## src/rtl/handshake_eager_fork.sv

```systemverilog
// Eager fork: replicates each input token to SIZE output channels, letting every
// channel accept independently and retiring the token once all have taken it.
module handshake_eager_fork #(
  parameter int SIZE      = 2,
  parameter int DATA_TYPE = 32
) (
  input  logic                      clk,
  input  logic                      rst,
  input  logic [DATA_TYPE-1:0]      ins,
  input  logic                      ins_valid,
  output logic                      ins_ready,
  output logic [SIZE*DATA_TYPE-1:0] outs,
  output logic [SIZE-1:0]           outs_valid,
  input  logic [SIZE-1:0]           outs_ready
);

  typedef enum logic {
    WAIT = 1'b0,
    DONE = 1'b1
  } chan_state_t;

  chan_state_t state_q [SIZE];
  chan_state_t state_d [SIZE];
  logic        token_retire;

  // Data is never registered: every channel sees the live input word.
  assign outs = {SIZE{ins}};

  always_ff @(posedge clk or posedge rst) begin
    if (rst) begin
      for (int unsigned i = 0; i < SIZE; i++) state_q[i] <= WAIT;
    end else begin
      for (int unsigned i = 0; i < SIZE; i++) state_q[i] <= state_d[i];
    end
  end

  always_comb begin
    outs_valid   = '0;
    ins_ready    = 1'b1;
    token_retire = 1'b0;
    for (int unsigned i = 0; i < SIZE; i++) state_d[i] = state_q[i];

    for (int unsigned i = 0; i < SIZE; i++) begin
      outs_valid[i] = ins_valid && (state_q[i] == WAIT);
      ins_ready     = ins_ready && ((state_q[i] == DONE) || outs_ready[i]);
    end

    // Retirement takes priority so a token finishing this cycle leaves no flag behind.
    token_retire = ins_valid && ins_ready;
    for (int unsigned i = 0; i < SIZE; i++) begin
      if (token_retire)
        state_d[i] = WAIT;
      else if (outs_valid[i] && outs_ready[i])
        state_d[i] = DONE;
    end
  end

endmodule

```

## config.mk

```make
export PLATFORM = sky130hd
export DESIGN_NAME = handshake_eager_fork
export DESIGN_NICKNAME = d
export VERILOG_FILES = /design/src/rtl/handshake_eager_fork.sv
export SDC_FILE = /design/constraint.sdc
export NUM_CORES = 1
export LEC_CHECK = 0
export ABC_CLOCK_PERIOD_IN_PS = 2650
export CAP_MARGIN = 20
export CORE_MARGIN = 8
export CORE_UTILIZATION = 22
export DETAILED_ROUTE_END_ITERATION = 6
export PLACE_DENSITY = 0.85
export SYNTH_ARGS = -nofsm -noshare
export SYNTH_HDL_FRONTEND = slang
export SYNTH_SLANG_ARGS = --single-unit
```

## constraint.sdc

```tcl
create_clock -name clk -period 2.65 [get_ports clk]
set_clock_uncertainty 0.1 [all_clocks]
set_input_delay 0.53 -clock clk [delete_from_list [all_inputs] [get_ports clk]]
set_output_delay 0.53 -clock clk [all_outputs]
set_load 0.01 [all_outputs]
```

After elaboration in Yosys (flattened, before gate mapping)
Index checks and enable logic that the tools add are counted.
- bits in registers: 2
- output and inout port bits: 67
- word-level logic and storage cells: 18
- muxes and demuxes: 4
- bitwise gates (word level): 2
- reduce and logical (&&, ||, !) cells: 10
- operator list (cell ; count):
    1-bit logical AND ; 6
    1-bit 2-to-1 mux ; 4
    2-bit nonzero test ; 2
    1-bit logical OR ; 2
    1-bit inverter ; 2

Longest topological paths before layout
Gate-level depths: netlist of the first run.
- depth in word-level cells: 5
- gate-level depth with buffers: 2

Worst setup path before layout of the first run
Ideal clock, no wire load.
- kind: input -> output
- from: in outs_ready[1]
- to: out ins_ready
- arrival: 914 ps
- required time: 2020 ps
- slack: 1106 ps
- stages: 2
- cells stage by stage: or2_1 and2_1
- word-level cells in the longest chain between the ends: 2
- RTL lines (what ; line ; source):
    start: declaration ; 14 ; input logic [SIZE-1:0] outs_ready
    1-bit logical OR ; 45 ; ins_ready = ins_ready && ((state_q[i] == DONE) || outs_ready[i]);
    1-bit logical AND ; 45 ;
    end: declaration ; 11 ; output logic ins_ready,
No other way between the ends.

Worst setup path after layout of the first run
Same ends and word-level chain as after synthesis.

==> impl_metrics.tcl, run 1 <==
set metrics [dict create \
    stdcell_count 52 \
    setup_tns_ps 0 \
    antenna_found_initial 0 \
    sequentialPowerShare_pct 27.0 \
    worst_pin_slew_ps 180 \
    cts_setup_buffers 0 \
    fin_crit_ps 2420 \
    status "complete, no violations" \
    ys_seq_area_share_pct 8.47 \
    fp.dieArea_sq_um 4600 \
    postLayoutCellArea_sq_um 240 \
    core_area_sq_um 2520 \
    first_pass_iters 2 \
    synthDistinctLibCells 7 \
    max-slew-margin-rel_pct 87.9 \
    cts.sinks 2 \
    io_pins 104 \
    p_comb_share_pct 23.2 \
    worst_slack_ps 230 \
    grt_max_degree 7 \
    maxSlewViolCount 0 \
    p_sw_share_pct 23.5 \
    syn-cell-area_sq_um 591 \
    drc 0 \
    cts.path.max_buffers 2 \
    synthToLayoutAreaGrowth_pct -59.3 \
    clkTransAtPathRegs_ps 30 \
    synth_area_per_cell_sq_um 7.77 \
    placed_cell_area_sq_um 218 \
    place_hpwl_microns 548 \
    grt_pass1_vias 202 \
    die_h_microns 67.8 \
    synth_warnings 0 \
    hold_viol 0 \
    dp.cells 49 \
    n_antenna_cell 0 \
    synthCells 76 \
    die_w_microns 67.8 \
    clock_power_share_pct 49.8 \
    gp_congestion 0.656 \
    p_leak_uw 0.0000935 \
    final_common_cell "clkdlybuf4s50_1" \
    largest_reg_flops 2 \
    ant_nets 0 \
    final_nets 61 \
    gr-total-overflow 0 \
    cts_root_buf "clkbuf_4" \
    syn_nets 113 \
    critPathKind "input pin to primary output" \
    rsz0062_at_grt "no" \
    viasPerCell 3.17 \
    top_register "state_q" \
    crit_arrival_ps 1790 \
    drt_iter0_drc 2 \
    grt_use_total_pct 3.43 \
    min_period_over_period_pct 91.3 \
    hold_class "input pin to asynchronous set/reset pin" \
    htree_levels 1 \
    layout_common_cells "clkdlybuf4s50_1 (7), a21oi_1 (4), clkbuf_4 (3)" \
    dr_total_vias 165 \
    io_buffers 7 \
    largestRegisters "state_q x2" \
    internal_power_uw 105 \
    worst-endpoint-required_ps 2020 \
    cts_tree "yes" \
    p_sw_uw 32.4 \
    setup_viol 0 \
    timing.fmax_mhz 413 \
    place_ws_ps 223 \
    yosys_register_bits 2 \
    maxCapViolCount 0 \
    num_rows 18 \
    drive_gt1_share_pct 22.7 \
    wl_microns 709 \
    numCtsBuffers 3 \
    startpoint_type "input pin" \
    cts_resized 0 \
    end_kind "primary output" \
    wl_per_cell_microns 13.6 \
    hold_buffers 0 \
    clk_latency_ps 230 \
    power_density_nw_per_um2 572 \
    cp_max_fo 2 \
    start_util_pct 23.4 \
    vdd_drop_max_v 0.000139 \
    grt_pass1_wl_microns 979 \
]
[critical path, cell delays in order]
cell and delay, ps:
clkdlybuf4s50_1 410, or2_1 220, and2_1 150, clkdlybuf4s50_1 470
[synthesized netlist by cell type, drive strengths merged]
| cell | number | share of area, % |
|---|---|---|
| inv | 1 | 0.63 |
| and2 | 1 | 1.1 |
| or2 | 2 | 2.1 |
| buf | 64 | 81 |
| a21oi | 4 | 3.4 |
| dfrtp | 2 | 8.5 |
| and2b | 2 | 3.0 |
[metal layers]
layer	track usage (%)	part of all wire, %
met1	1.22	15
met2	2.60	30
met3	5.39	40
met4	8.95	16
met5	0	0
[stage by stage]
step	util [%]	power, uW	hold WS (ps)
after global placement	8.63	68.3	439
after CTS	9.52	142	354
final	9.52	137	365
after floorplan	-	150	171
after detailed placement	8.63	70.0	466
after global routing	9.52	151	364
[power by group through the flow]
stage	Sequential (uW)	Clock, uW	Combinational, uW
after floorplan	36.6	0	113
after global placement	37.0	0	31.3
after detailed placement	37.5	0	32.5
after CTS	37.1	72.4	32.5
after global routing	37.6	79.0	34.7
final	37.1	68.5	31.9
[worst paths after layout]
path,cells past startpoint,slack [ps],startpoint,end
max,4,230,outs_ready[1],ins_ready
min,2,370,rst,state_q[1]
max reg2reg,2,1670,state_q[1],state_q[0]
min reg2reg,2,460,state_q[1],state_q[1]
max in group asynchronous,2,1970,rst,state_q[0]
min in group clk,2,460,state_q[1],state_q[1]
[cells by family (layout without fill, tap and decap cells)]
group                  after synthesis  count (layout)  synth area share, %
AO/OA/AOI/OAI                        4               4                 3.39
buffers and inverters               65              11                 82.0
flip-flops                           2               2                 8.47
AND/OR/NAND/NOR                      5               5                 6.14
[final cells by class]
class | instances | area [sq um]
Inverter | 1 | 3.75
Timing Repair Buffer | 7 | 70.1
Tap cell | 30 | 37.5
Clock buffer | 3 | 22.5
Fill cell | 294 | 2280
Sequential cell | 2 | 50.0
Multi-Input combinational cell | 9 | 56.3
Power figures use the tool's default switching activity.
==> inputs of run 2 (changes only) <==
==> config.mk (replaced) <==
export PLATFORM = sky130hd
export DESIGN_NAME = handshake_eager_fork
export DESIGN_NICKNAME = d
export VERILOG_FILES = /design/src/rtl/handshake_eager_fork.sv
export SDC_FILE = /design/constraint.sdc
export NUM_CORES = 1
export LEC_CHECK = 0
export ABC_CLOCK_PERIOD_IN_PS = 2200
export CAP_MARGIN = 20
export CORE_MARGIN = 8
export CORE_UTILIZATION = 19
export DETAILED_ROUTE_END_ITERATION = 6
export GPL_TIMING_DRIVEN = 0
export PLACE_DENSITY = 0.78
export SYNTH_ARGS = -nofsm -noshare
export SYNTH_HDL_FRONTEND = slang
export SYNTH_SLANG_ARGS = --single-unit
==> constraint.sdc (replaced) <==
create_clock -name clk -period 2.2 [get_ports clk]
set_clock_uncertainty 0.1 [all_clocks]
set_input_delay 0.44 -clock clk [delete_from_list [all_inputs] [get_ports clk]]
set_output_delay 0.44 -clock clk [all_outputs]
set_load 0.01 [all_outputs]
==> impl_metrics.tcl, run 2 (synthesis results as in run 1) <==
set metrics [dict create \
    cts_tree "yes" \
    placed_cell_area_sq_um 1340 \
    power_density_nw_per_um2 294 \
    r2r_end "state_q[1]" \
    die_w_microns 71.8 \
    hold_viol 0 \
    largestRegisters "state_q x2" \
    critical_path.endpoint "ins_ready" \
    critPathKind "input pin to primary output" \
    reg2reg_depth 2 \
    crit_arrival_ps 1500 \
    worst_pin_slew_ps 178 \
    p_leak_uw 0.000654 \
    fin_crit_ps 2040 \
    vdd_drop_max_v 0.0000921 \
    power_uw 401 \
    timing.fmax_mhz 491 \
    core_area_sq_um 3000 \
    cp_max_fo 2 \
    grt_max_degree 7 \
    wl_microns 2160 \
    io_pins 104 \
    place_hpwl_microns 2050 \
    io_buffers 71 \
    postLayoutCellArea_sq_um 1360 \
    gr-total-overflow 0 \
    crit_chain "clkdlybuf4s50_1 > or2_1 > and2_1 > dlygate4sd2_1" \
    start_util_pct 19.7 \
    cts.path.max_buffers 2 \
    grt_pass1_wl_microns 3100 \
    num_rows 20 \
    antenna_found_initial 0 \
    largest_reg_flops 2 \
    grt_use_total_pct 7.69 \
    rsz0062_at_grt "no" \
    max_stage_delay_ps 410 \
    regToRegStartpoint "state_q[0]" \
    layout_common_cells "clkdlybuf4s50_1 (69), buf_4 (64), a21oi_1 (4), clkbuf_4 (3)" \
    dr_total_vias 628 \
    utilization_pct 45.4 \
    min_period_over_period_pct 92.6 \
    hold_class "input pin to asynchronous set/reset pin" \
    cpMaxStageDelayCell "clkdlybuf4s50_1" \
    rrSetupSlack_ps 1270 \
    drive_gt1_share_pct 46.0 \
    n_antenna_cell 0 \
    final_nets 189 \
    end_kind "primary output" \
    maxCapViolCount 0 \
    grt_pass1_vias 673 \
    viasPerCell 3.43 \
    fp.dieArea_sq_um 5150 \
    cts_setup_buffers 0 \
    top_register "state_q" \
    htree_levels 1 \
    fin_hold_ws_ps 274 \
    wl_per_cell_microns 11.8 \
    clk_latency_ps 230 \
    max-slew-margin-rel_pct 88.2 \
    drt_iter0_drc 8 \
    first_pass_iters 2 \
    worst-endpoint-required_ps 1660 \
    numCtsBuffers 3 \
    synthToLayoutAreaGrowth_pct 131 \
    setup_viol 0 \
    status "complete, no violations" \
    clkTransAtPathRegs_ps 30 \
    maxSlewViolCount 0 \
    cp-startpoint "outs_ready[1]" \
    final_common_cell "clkdlybuf4s50_1" \
    cts.sinks 2 \
    gp_congestion 0.697 \
    cts_root_buf "clkbuf_4" \
    startpoint_type "input pin" \
    die_h_microns 71.8 \
    drc 0 \
    ant_nets 0 \
]
==> run 2: cell count changes in the layout (fill, tap and decap cells not counted) <==
cell | previous run | this run
buf_4 | 0 | 64
clkdlybuf4s50_1 | 7 | 69
dlygate4sd2_1 | 0 | 2
==> run 2: per-layer routing <==
metal	GRT usage, %	routed length, microns	vias to the layer above
li1	-	-	318
met1	4.21	499	252
met2	14.3	1150	54
met3	7.53	478	4
met4	4.76	33	0
met5	0	0	-
==> run 2: where the power goes <==
part / internal, uW / switching, uW
logic: 192 / 81.8
clock network: 60.3 / 22.0
registers: 41.7 / 2.75
total: 294 / 107
==> run 2: layout make-up <==
class                           count  area, sq um
Fill cell                         276         1640
Timing Repair Buffer               71          708
Buffer                             64          480
Multi-Input combinational cell      9         56.3
Sequential cell                     2         50.0
Tap cell                           33         41.3
Clock buffer                        3         22.5
Inverter                            1         3.75
==> run 2: critical path, delay by kind of cell <==
family        cells  cell delay (ps)
buf+inv           2              690
simple gates      2              370
==> run 2: worst min-delay path by stage <==
| stage | start | to | slack, ps | cells past startpoint |
|---|---|---|---|---|
| 2_1_floorplan | rst | state_q[0] | 80 | 1 |
| 3_3_place_gp | state_q[1] | state_q[1] | 440 | 2 |
| 3_5_place_dp | state_q[0] | state_q[0] | 450 | 2 |
| 4_1_cts | rst | state_q[1] | 270 | 2 |
| 5_1_grt | rst | state_q[1] | 290 | 2 |
| 6_report | rst | state_q[1] | 270 | 2 |
==> run 2: what timing repair did <==
action / 4_1_cts / 5_1_grt
resized for setup: 2 / 0
hold buffers: 0 / 0
endpoints found under the setup margin: 3 / 0
endpoints found under the hold margin: 0 / 0
==> run 2: per-stage QoR <==
step	setup TNS [ps]	cells	worst slack, ps
after global placement	-89.4	180	-37.4
after CTS	0	183	156
after detailed placement	-92.5	180	-36.2
after floorplan	0	76	836
after global routing	0	183	75.6
final	0	183	162
